## src/rtl/vec_mul_sequencer.sv

```systemverilog
// vec_mul_sequencer: control FSM for the vector-multiply datapath.
//
// A job is requested with start while idle. The sequencer then:
//   - drives the weight-slot address and pulses weight_reload to the array,
//   - streams num_vecs Unified Buffer read addresses, one per cycle,
//   - tracks each read through a PIPE_LATENCY-deep valid delay line and issues
//     the matching result-SRAM write enable and address,
//   - pulses done once the last result has been written.
//
// Ports:
//   clk              rising-edge clock
//   rstn             synchronous reset, ACTIVE HIGH despite the name
//   start            job request, sampled only in IDLE
//   num_vecs         vectors in the job (latched at start)
//   ub_base          first UB read address (latched at start)
//   res_base         first result write address (latched at start)
//   weight_sel       weight slot (latched at start)
//   busy             high from the cycle after an accepted start through DONE
//   done             one-cycle pulse at job end
//   fifo_address     weight-slot address to the weight SRAM (valid in WLOAD)
//   weight_reload    weight load strobe to the array
//   ub_read          ub_address valid this cycle
//   ub_address       UB read address
//   res_write_enable result-SRAM write strobe
//   res_address      result-SRAM write address (holds between writes)
//   perf_cycles      busy-cycle counter, present only with VEC_SEQ_PERF_EN
//
// Optional feature: define VEC_SEQ_PERF_EN to add perf_cycles[15:0], a saturating
// count of busy cycles that clears on each accepted start.

module vec_mul_sequencer #(
    parameter int ADDRESSSIZE      = 10,
    parameter int ADDRESSSIZE_fifo = 2,
    parameter int WLOAD_CYCLES     = 1,
    parameter int PIPE_LATENCY     = 34
) (
    input  logic                        clk,
    input  logic                        rstn,
    input  logic                        start,
    input  logic [ADDRESSSIZE-1:0]      num_vecs,
    input  logic [ADDRESSSIZE-1:0]      ub_base,
    input  logic [ADDRESSSIZE-1:0]      res_base,
    input  logic [ADDRESSSIZE_fifo-1:0] weight_sel,
    output logic                        busy,
    output logic                        done,
    output logic [ADDRESSSIZE_fifo-1:0] fifo_address,
    output logic                        weight_reload,
    output logic                        ub_read,
    output logic [ADDRESSSIZE-1:0]      ub_address,
    output logic                        res_write_enable,
    output logic [ADDRESSSIZE-1:0]      res_address
`ifdef VEC_SEQ_PERF_EN
    ,
    output logic [15:0]                 perf_cycles
`endif
);

    typedef enum logic [2:0] {
        StIdle,
        StWload,
        StStream,
        StDrain,
        StDone
    } state_e;

    localparam logic [3:0] WloadLast = 4'(WLOAD_CYCLES - 1);

    state_e                      state_q, state_d;
    logic [3:0]                  wl_cnt_q, wl_cnt_d;
    logic [ADDRESSSIZE-1:0]      vec_cnt_q, vec_cnt_d;   // reads still to issue
    logic [ADDRESSSIZE-1:0]      ub_addr_q, ub_addr_d;
    logic [ADDRESSSIZE-1:0]      res_addr_q, res_addr_d;
    logic [ADDRESSSIZE_fifo-1:0] wsel_q, wsel_d;
    logic [PIPE_LATENCY-1:0]     pipe_q, pipe_d;         // valid bit per in-flight vector
    logic                        accept;

    always_comb begin
        state_d       = state_q;
        wl_cnt_d      = wl_cnt_q;
        vec_cnt_d     = vec_cnt_q;
        ub_addr_d     = ub_addr_q;
        res_addr_d    = res_addr_q;
        wsel_d        = wsel_q;
        accept        = 1'b0;
        busy          = (state_q != StIdle);
        done          = 1'b0;
        fifo_address  = '0;
        weight_reload = 1'b0;
        ub_read       = 1'b0;
        ub_address    = '0;

        res_write_enable = pipe_q[PIPE_LATENCY-1];
        res_address      = res_addr_q;
        // The pipe is always empty in IDLE, so a write never collides with the
        // reload of res_addr at accept below.
        if (res_write_enable) begin
            res_addr_d = res_addr_q + ADDRESSSIZE'(1);
        end

        unique case (state_q)
            StIdle: begin
                if (start) begin
                    accept     = 1'b1;
                    wsel_d     = weight_sel;
                    ub_addr_d  = ub_base;
                    res_addr_d = res_base;
                    vec_cnt_d  = num_vecs;
                    wl_cnt_d   = '0;
                    state_d    = (num_vecs == '0) ? StDone : StWload;
                end
            end
            StWload: begin
                fifo_address  = wsel_q;
                weight_reload = 1'b1;
                if (wl_cnt_q == WloadLast) begin
                    state_d = StStream;
                end else begin
                    wl_cnt_d = wl_cnt_q + 4'd1;
                end
            end
            StStream: begin
                ub_read    = 1'b1;
                ub_address = ub_addr_q;
                ub_addr_d  = ub_addr_q + ADDRESSSIZE'(1);
                vec_cnt_d  = vec_cnt_q - ADDRESSSIZE'(1);
                if (vec_cnt_q == ADDRESSSIZE'(1)) begin
                    state_d = StDrain;
                end
            end
            StDrain: begin
                // Only the last stage may still be set: it is written this cycle
                // and the line is empty once we enter DONE.
                if (pipe_q[PIPE_LATENCY-2:0] == '0) begin
                    state_d = StDone;
                end
            end
            StDone: begin
                done    = 1'b1;
                state_d = StIdle;
            end
            default: begin
                state_d = StIdle;
            end
        endcase

        pipe_d = {pipe_q[PIPE_LATENCY-2:0], ub_read};
    end

    always_ff @(posedge clk) begin
        if (rstn) begin
            state_q    <= StIdle;
            wl_cnt_q   <= '0;
            vec_cnt_q  <= '0;
            ub_addr_q  <= '0;
            res_addr_q <= '0;
            wsel_q     <= '0;
            pipe_q     <= '0;
        end else begin
            state_q    <= state_d;
            wl_cnt_q   <= wl_cnt_d;
            vec_cnt_q  <= vec_cnt_d;
            ub_addr_q  <= ub_addr_d;
            res_addr_q <= res_addr_d;
            wsel_q     <= wsel_d;
            pipe_q     <= pipe_d;
        end
    end

`ifdef VEC_SEQ_PERF_EN
    logic [15:0] perf_q;

    always_ff @(posedge clk) begin
        if (rstn) begin
            perf_q <= '0;
        end else if (accept) begin
            perf_q <= '0;
        end else if (busy && (perf_q != 16'hFFFF)) begin
            perf_q <= perf_q + 16'd1;
        end
    end

    always_comb begin
        perf_cycles = perf_q;
    end
`endif

endmodule

```

## config.mk

```make
export PLATFORM = sky130hd
export DESIGN_NAME = vec_mul_sequencer
export DESIGN_NICKNAME = d
export VERILOG_FILES = /design/src/rtl/vec_mul_sequencer.sv
export SDC_FILE = /design/constraint.sdc
export NUM_CORES = 1
export LEC_CHECK = 0
export ABC_AREA = 1
export CORE_MARGIN = 4
export CORE_UTILIZATION = 54
export CTS_BUF_LIST = sky130_fd_sc_hd__clkbuf_8
export CTS_CLUSTER_DIAMETER = 50
export CTS_CLUSTER_SIZE = 40
export DETAILED_ROUTE_END_ITERATION = 16
export GPL_TIMING_DRIVEN = 0
export PLACE_DENSITY = 0.87
export SLEW_MARGIN = 40
export SYNTH_ARGS = -nofsm -noshare
export SYNTH_HDL_FRONTEND = slang
export SYNTH_SLANG_ARGS = --single-unit
export TNS_END_PERCENT = 1
```

## constraint.sdc

```tcl
create_clock -name clk -period 1.7 [get_ports clk]
set_input_delay 0.255 -clock clk [delete_from_list [all_inputs] [get_ports clk]]
set_output_delay 0.255 -clock clk [all_outputs]
set_load 0.05 [all_outputs]
```

Word level (Yosys, flattened, before mapping)
Cells that the tools add are included.
{"block": "totals", "in_bits": 35, "regBits": 73, "wordCells": 53}
{"block": "classes", "n_mux": 21, "n_eq_ne": 10, "n_reduce_logical": 11, "n_addsub": 4}
{"op": "2-to-1 mux 10 bit", "n": 6}
{"op": "case mux 10 bit (2 select lines)", "n": 2}
{"op": "zero test 33 bit", "n": 1}
{"op": "adder 10 x 1 -> 10 bit (second input constant)", "n": 2}
{"op": "2-to-1 mux 3 bit", "n": 5}
{"op": "case mux 3 bit (4 select lines)", "n": 1}
{"op": "== test 10 x 1 -> 1 bit (second input constant)", "n": 1}
{"op": "zero test 10 bit", "n": 1}
{"op": "inequality test 2 bit (second input constant)", "n": 5}
{"op": "subtractor 10 x 1 -> 10 bit (second input constant)", "n": 1}
{"op": "2-to-1 mux 4 bit", "n": 2}
{"op": "case mux 4 bit (2 select lines)", "n": 1}
{"op": "== test 3 x 2 -> 1 bit (second input constant)", "n": 2}
{"op": "adder 4 x 1 -> 4 bit (second input constant)", "n": 1}
{"op": "zero test 4 bit", "n": 1}
{"op": "AND reduction 2 bit", "n": 2}
{"op": "AND reduction 4 bit", "n": 1}
{"op": "nonzero test 2 bit", "n": 2}
{"op": "== test 3 x 1 -> 1 bit (second input constant)", "n": 1}
{"op": "== test 3 bit (second input constant)", "n": 1}
{"op": "zero test 3 bit", "n": 1}
{"op": "2-to-1 mux 1 bit", "n": 3}
{"op": "AND reduction 3 bit", "n": 1}
{"op": "nonzero test 3 bit", "n": 1}
{"op": "2-to-1 mux 2 bit", "n": 1}

Depth between registers and ports, before layout
Gate-level depths: netlist of the first run.
{"block": "depth", "depth_word": 4, "depth_mapped": 11, "depth_no_buf": 11}

Least setup slack after synthesis of the first run
Ideal clock, no wire load.
{"block": "synth_path", "path_type": "reg-to-reg", "from": "register state_q[0]", "to": "register ub_addr_q[6]", "setup_time_ns": 0.074, "arrival_ns": 1.695, "n_path_buf": 1, "synth_period_minus_slack_ns": 1.769, "t_required_ns": 1.626, "setup_slack_ns": -0.069, "path_stages_with_launch": 7, "cell_sequence": "dfxtp_1 inv_2 nand3_4 buf_2 nor2_1 nand2_1 a31oi_1"}
{"block": "synth_between", "elab_chain_cells": 3}
{"item": "start: declaration", "line_no": "68", "text": "state_e state_q, state_d;"}
{"item": "start signal: assignment", "line_no": "151", "text": "state_q <= StIdle;"}
{"item": "start signal: assignment", "line_no": "159", "text": "state_q <= state_d;"}
{"item": "== test 3 x 2 -> 1 bit / zero test 3 bit (equally long branches)", "line_no": "100", "text": "unique case (state_q)"}
{"item": "nonzero test 2 bit (no line) / inequality test 2 bit (equally long branches)"}
{"item": "AND reduction 2 bit (no line)"}
{"item": "end signal: assignment", "line_no": "162", "text": "ub_addr_q <= ub_addr_d;"}
{"item": "end: declaration", "line_no": "71", "text": "logic [ADDRESSSIZE-1:0] ub_addr_q, ub_addr_d;"}
Parallel ways exist; a longest one is shown, timed or not.
A chain may end at the register's enable or synchronous reset.

Worst setup path in the final report of the first run
{"block": "layout_path", "from": "register state_q[1]", "to": "output fifo_address[1]"}
{"block": "layout_between", "elab_chain_cells": 2}
{"item": "== test 3 x 1 -> 1 bit", "line_no": "100"}
{"item": "2-to-1 mux 2 bit", "line_no": "100"}
{"item": "end: declaration", "line_no": "46", "text": "output logic [ADDRESSSIZE_fifo-1:0] fifo_address,"}
Every way passes these cells.

==> flow_summary.json, run 1 <==
{
  "status": "complete, no violations",
  "worstMarginPinSlew_ns": 0.581,
  "crit_path_end_kind": "output pin",
  "maxSlewHeadroom_pct": 61.3,
  "syn_area_um2": 3420,
  "drt_iter0_drc": 258,
  "root_buffer": "clkbuf_8",
  "gp_congestion": 0.856,
  "cp.arrival_ns": 1.44,
  "yosysUniqueCellTypes": 41,
  "synth-edff-count": 0,
  "first_pass_iters": 5,
  "grtUsageTotal_pct": 23.0,
  "grt_max_degree": 14,
  "hold_buffers": 0,
  "dp_slack_ns": -0.428,
  "whs_ns": 0.264,
  "synth_seq_cells": 73,
  "areaGrowthSynthToFinish_pct": 28.0,
  "routed_wl_mm": 8.99,
  "hold_viol_final": 0,
  "ys.flop_type": "dfxtp_1",
  "synth_fp_nets": 531,
  "ir_drop_v": 0.00116,
  "finalCriticalPeriod_ns": 1.70,
  "die_area_um2": 7670,
  "clock.fmax_mhz": 590,
  "dr_total_vias": 3431,
  "maxSlewViolCount": 0,
  "fin_nets": 603,
  "wl_met3_um": 698,
  "grt-ovfl-total": 0,
  "drt-vias-per-instance": 5.34,
  "clk_pin_slew_worst_paths_ns": 0.07,
  "dieWidth_um": 87.6,
  "grt_antenna_before_repair": 0,
  "syn_avg_cell_area_um2": 6.98,
  "power_leakage_nw": 1.85,
  "drtAntennaViolNets": 0,
  "fin_ws_ns": 0.00405,
  "seq_area_frac_synth_pct": 42.7,
  "crit_type": "flop to output pin",
  "hpwl_mm": 6.07,
  "n_antenna_cell": 0,
  "io_pins": 62,
  "finish.utilization_pct": 72.7,
  "cts_buffers": 9,
  "wire_per_inst_um": 14.0,
  "drv_cap": 0,
  "wl_met1_mm": 3.67,
  "grt_pass1_wl_mm": 14.0,
  "fin_crit_sh_pct": 99.8,
  "p_per_area_nw_per_um2": 1640,
  "hold_class": "primary input to flop",
  "final_common_cell": "nor2_1",
  "layout-drive-gt1-share_pct": 12.5,
  "crit_required_ns": 1.44,
  "cts_setup_buffers": 0,
  "fp.dieH_um": 87.6,
  "portBuffers": 60,
  "async_flop_share_pct": 0,
  "htreeDepth": 3,
  "final_cell_mix": "86 x nor2_1, 79 x nand2_1, 78 x inv_1",
  "yosysWarnings": 0,
  "rows": 28,
  "cts_tree": "built",
  "cts_buffer_depth": 2,
  "startpoint_type": "flop",
  "total_power_mw": 7.16,
  "drc": 0,
  "dr_wl_met2_mm": 4.40,
  "clock_sinks": 73,
  "rsz0062_at_grt": "yes",
  "fin_skew_ns": 0.00983,
  "start_util_pct": 56.8,
  "grt_pass1_vias": 3247,
  "core-area_um2": 6030,
  "clk_latency_ns": 0.36,
  "top_layer_used": "met4",
  "netlist_instances": 490,
  "setup_viol": 0,
  "crit_fanout": 5
}
-- routing by layer --
layer  up-vias  track usage [%]
met3        26             4.80
met5         -                0
li1       1684                -
met4         0             10.6
met1      1564             27.6
met2       157             39.4
-- cell type report --
type                            instances  area, um^2
Inverter                               85         320
Buffer                                 15         100
Sequential cell                        73        1460
Tap cell                               75        93.8
Fill cell                             460        1650
Clock inverter                          6        66.3
Clock buffer                           10         138
Multi-Input combinational cell        318        1600
Timing Repair Buffer                   60         593
-- cell families after synthesis --
logic type | synth area share, %
buffers and inverters | 11.7
adders and majority gates | 2.19
xor gates and xnor gates | 2.05
AOI/OAI and AO/OA | 11.2
and+or+nand+nor | 30.1
DFF | 42.7
-- cells in the mapped netlist (all sizes together), types with 2 or more instances --
cell type	n	area (um^2)
a21oi	24	124
a31oi	7	43.8
buf	13	73.8
clkbuf	2	7.51
dfxtp	73	1460
ha	6	75.1
inv	84	315
nand2	84	333
nand3	27	148
nand3b	2	15.0
nand4	5	31.3
nor2	96	385
nor3	15	80.1
o211ai	3	22.5
o21ai	29	145
or2	3	18.8
xnor2	2	17.5
xor2	6	52.6
-- power breakdown --
group | internal [mW] | total (mW) | switching [mW]
Combinational | 1.12 | 3.38 | 2.26
Clock | 0.722 | 1.39 | 0.670
Sequential | 2.06 | 2.39 | 0.331
-- worst paths after layout --
path,startpoint,endpoint,slack [ns],cells past startpoint
setup / recovery,state_q[1],fifo_address[1],0.004,4
setup reg to reg,wl_cnt_q[0],state_q[0],0.12,11
hold / removal,rstn,ub_addr_q[0],0.26,2
hold reg to reg,pipe_q[13],pipe_q[14],0.42,2
-- registers in the layout, summed over array words and instances (netlist names) --
name	cells
wl_cnt_q	4
state_q	3
ub_addr_q	10
wsel_q	2
pipe_q	34
vec_cnt_q	10
res_address	10
-- critical path: stages, from the launching register on --
cell and delay [ns]:
dfxtp_2 0.37, nor2_1 0.22, nand2_2 0.16, nor2_1 0.13, buf_4 0.21
-- through the flow --
step	std cells	area, um^2	TNS [ns]
after CTS	641	4310	-0.674
after floorplan	490	3420	-0.126
after global routing	642	4380	-0.355
after detailed placement	625	4120	-3.76
after global placement	625	4120	-3.40
final	642	4380	0
-- what timing repair did --
item                                   CTS  global route
gates cloned                             0             1
setup endpoints to repair               27            16
endpoints found under the hold margin    0             0
pin swaps                                0             1
resized for setup                      107            29
No activity file was read; power rests on OpenSTA's default activity.
==> run 2, diff against run 1 <==
CTS_CLUSTER_DIAMETER = 60   (was 50)
GPL_ROUTABILITY_DRIVEN = 0   (was not set)
==> results of run 2 <==
Final layout, timing and power as in run 1 (identical DEF).
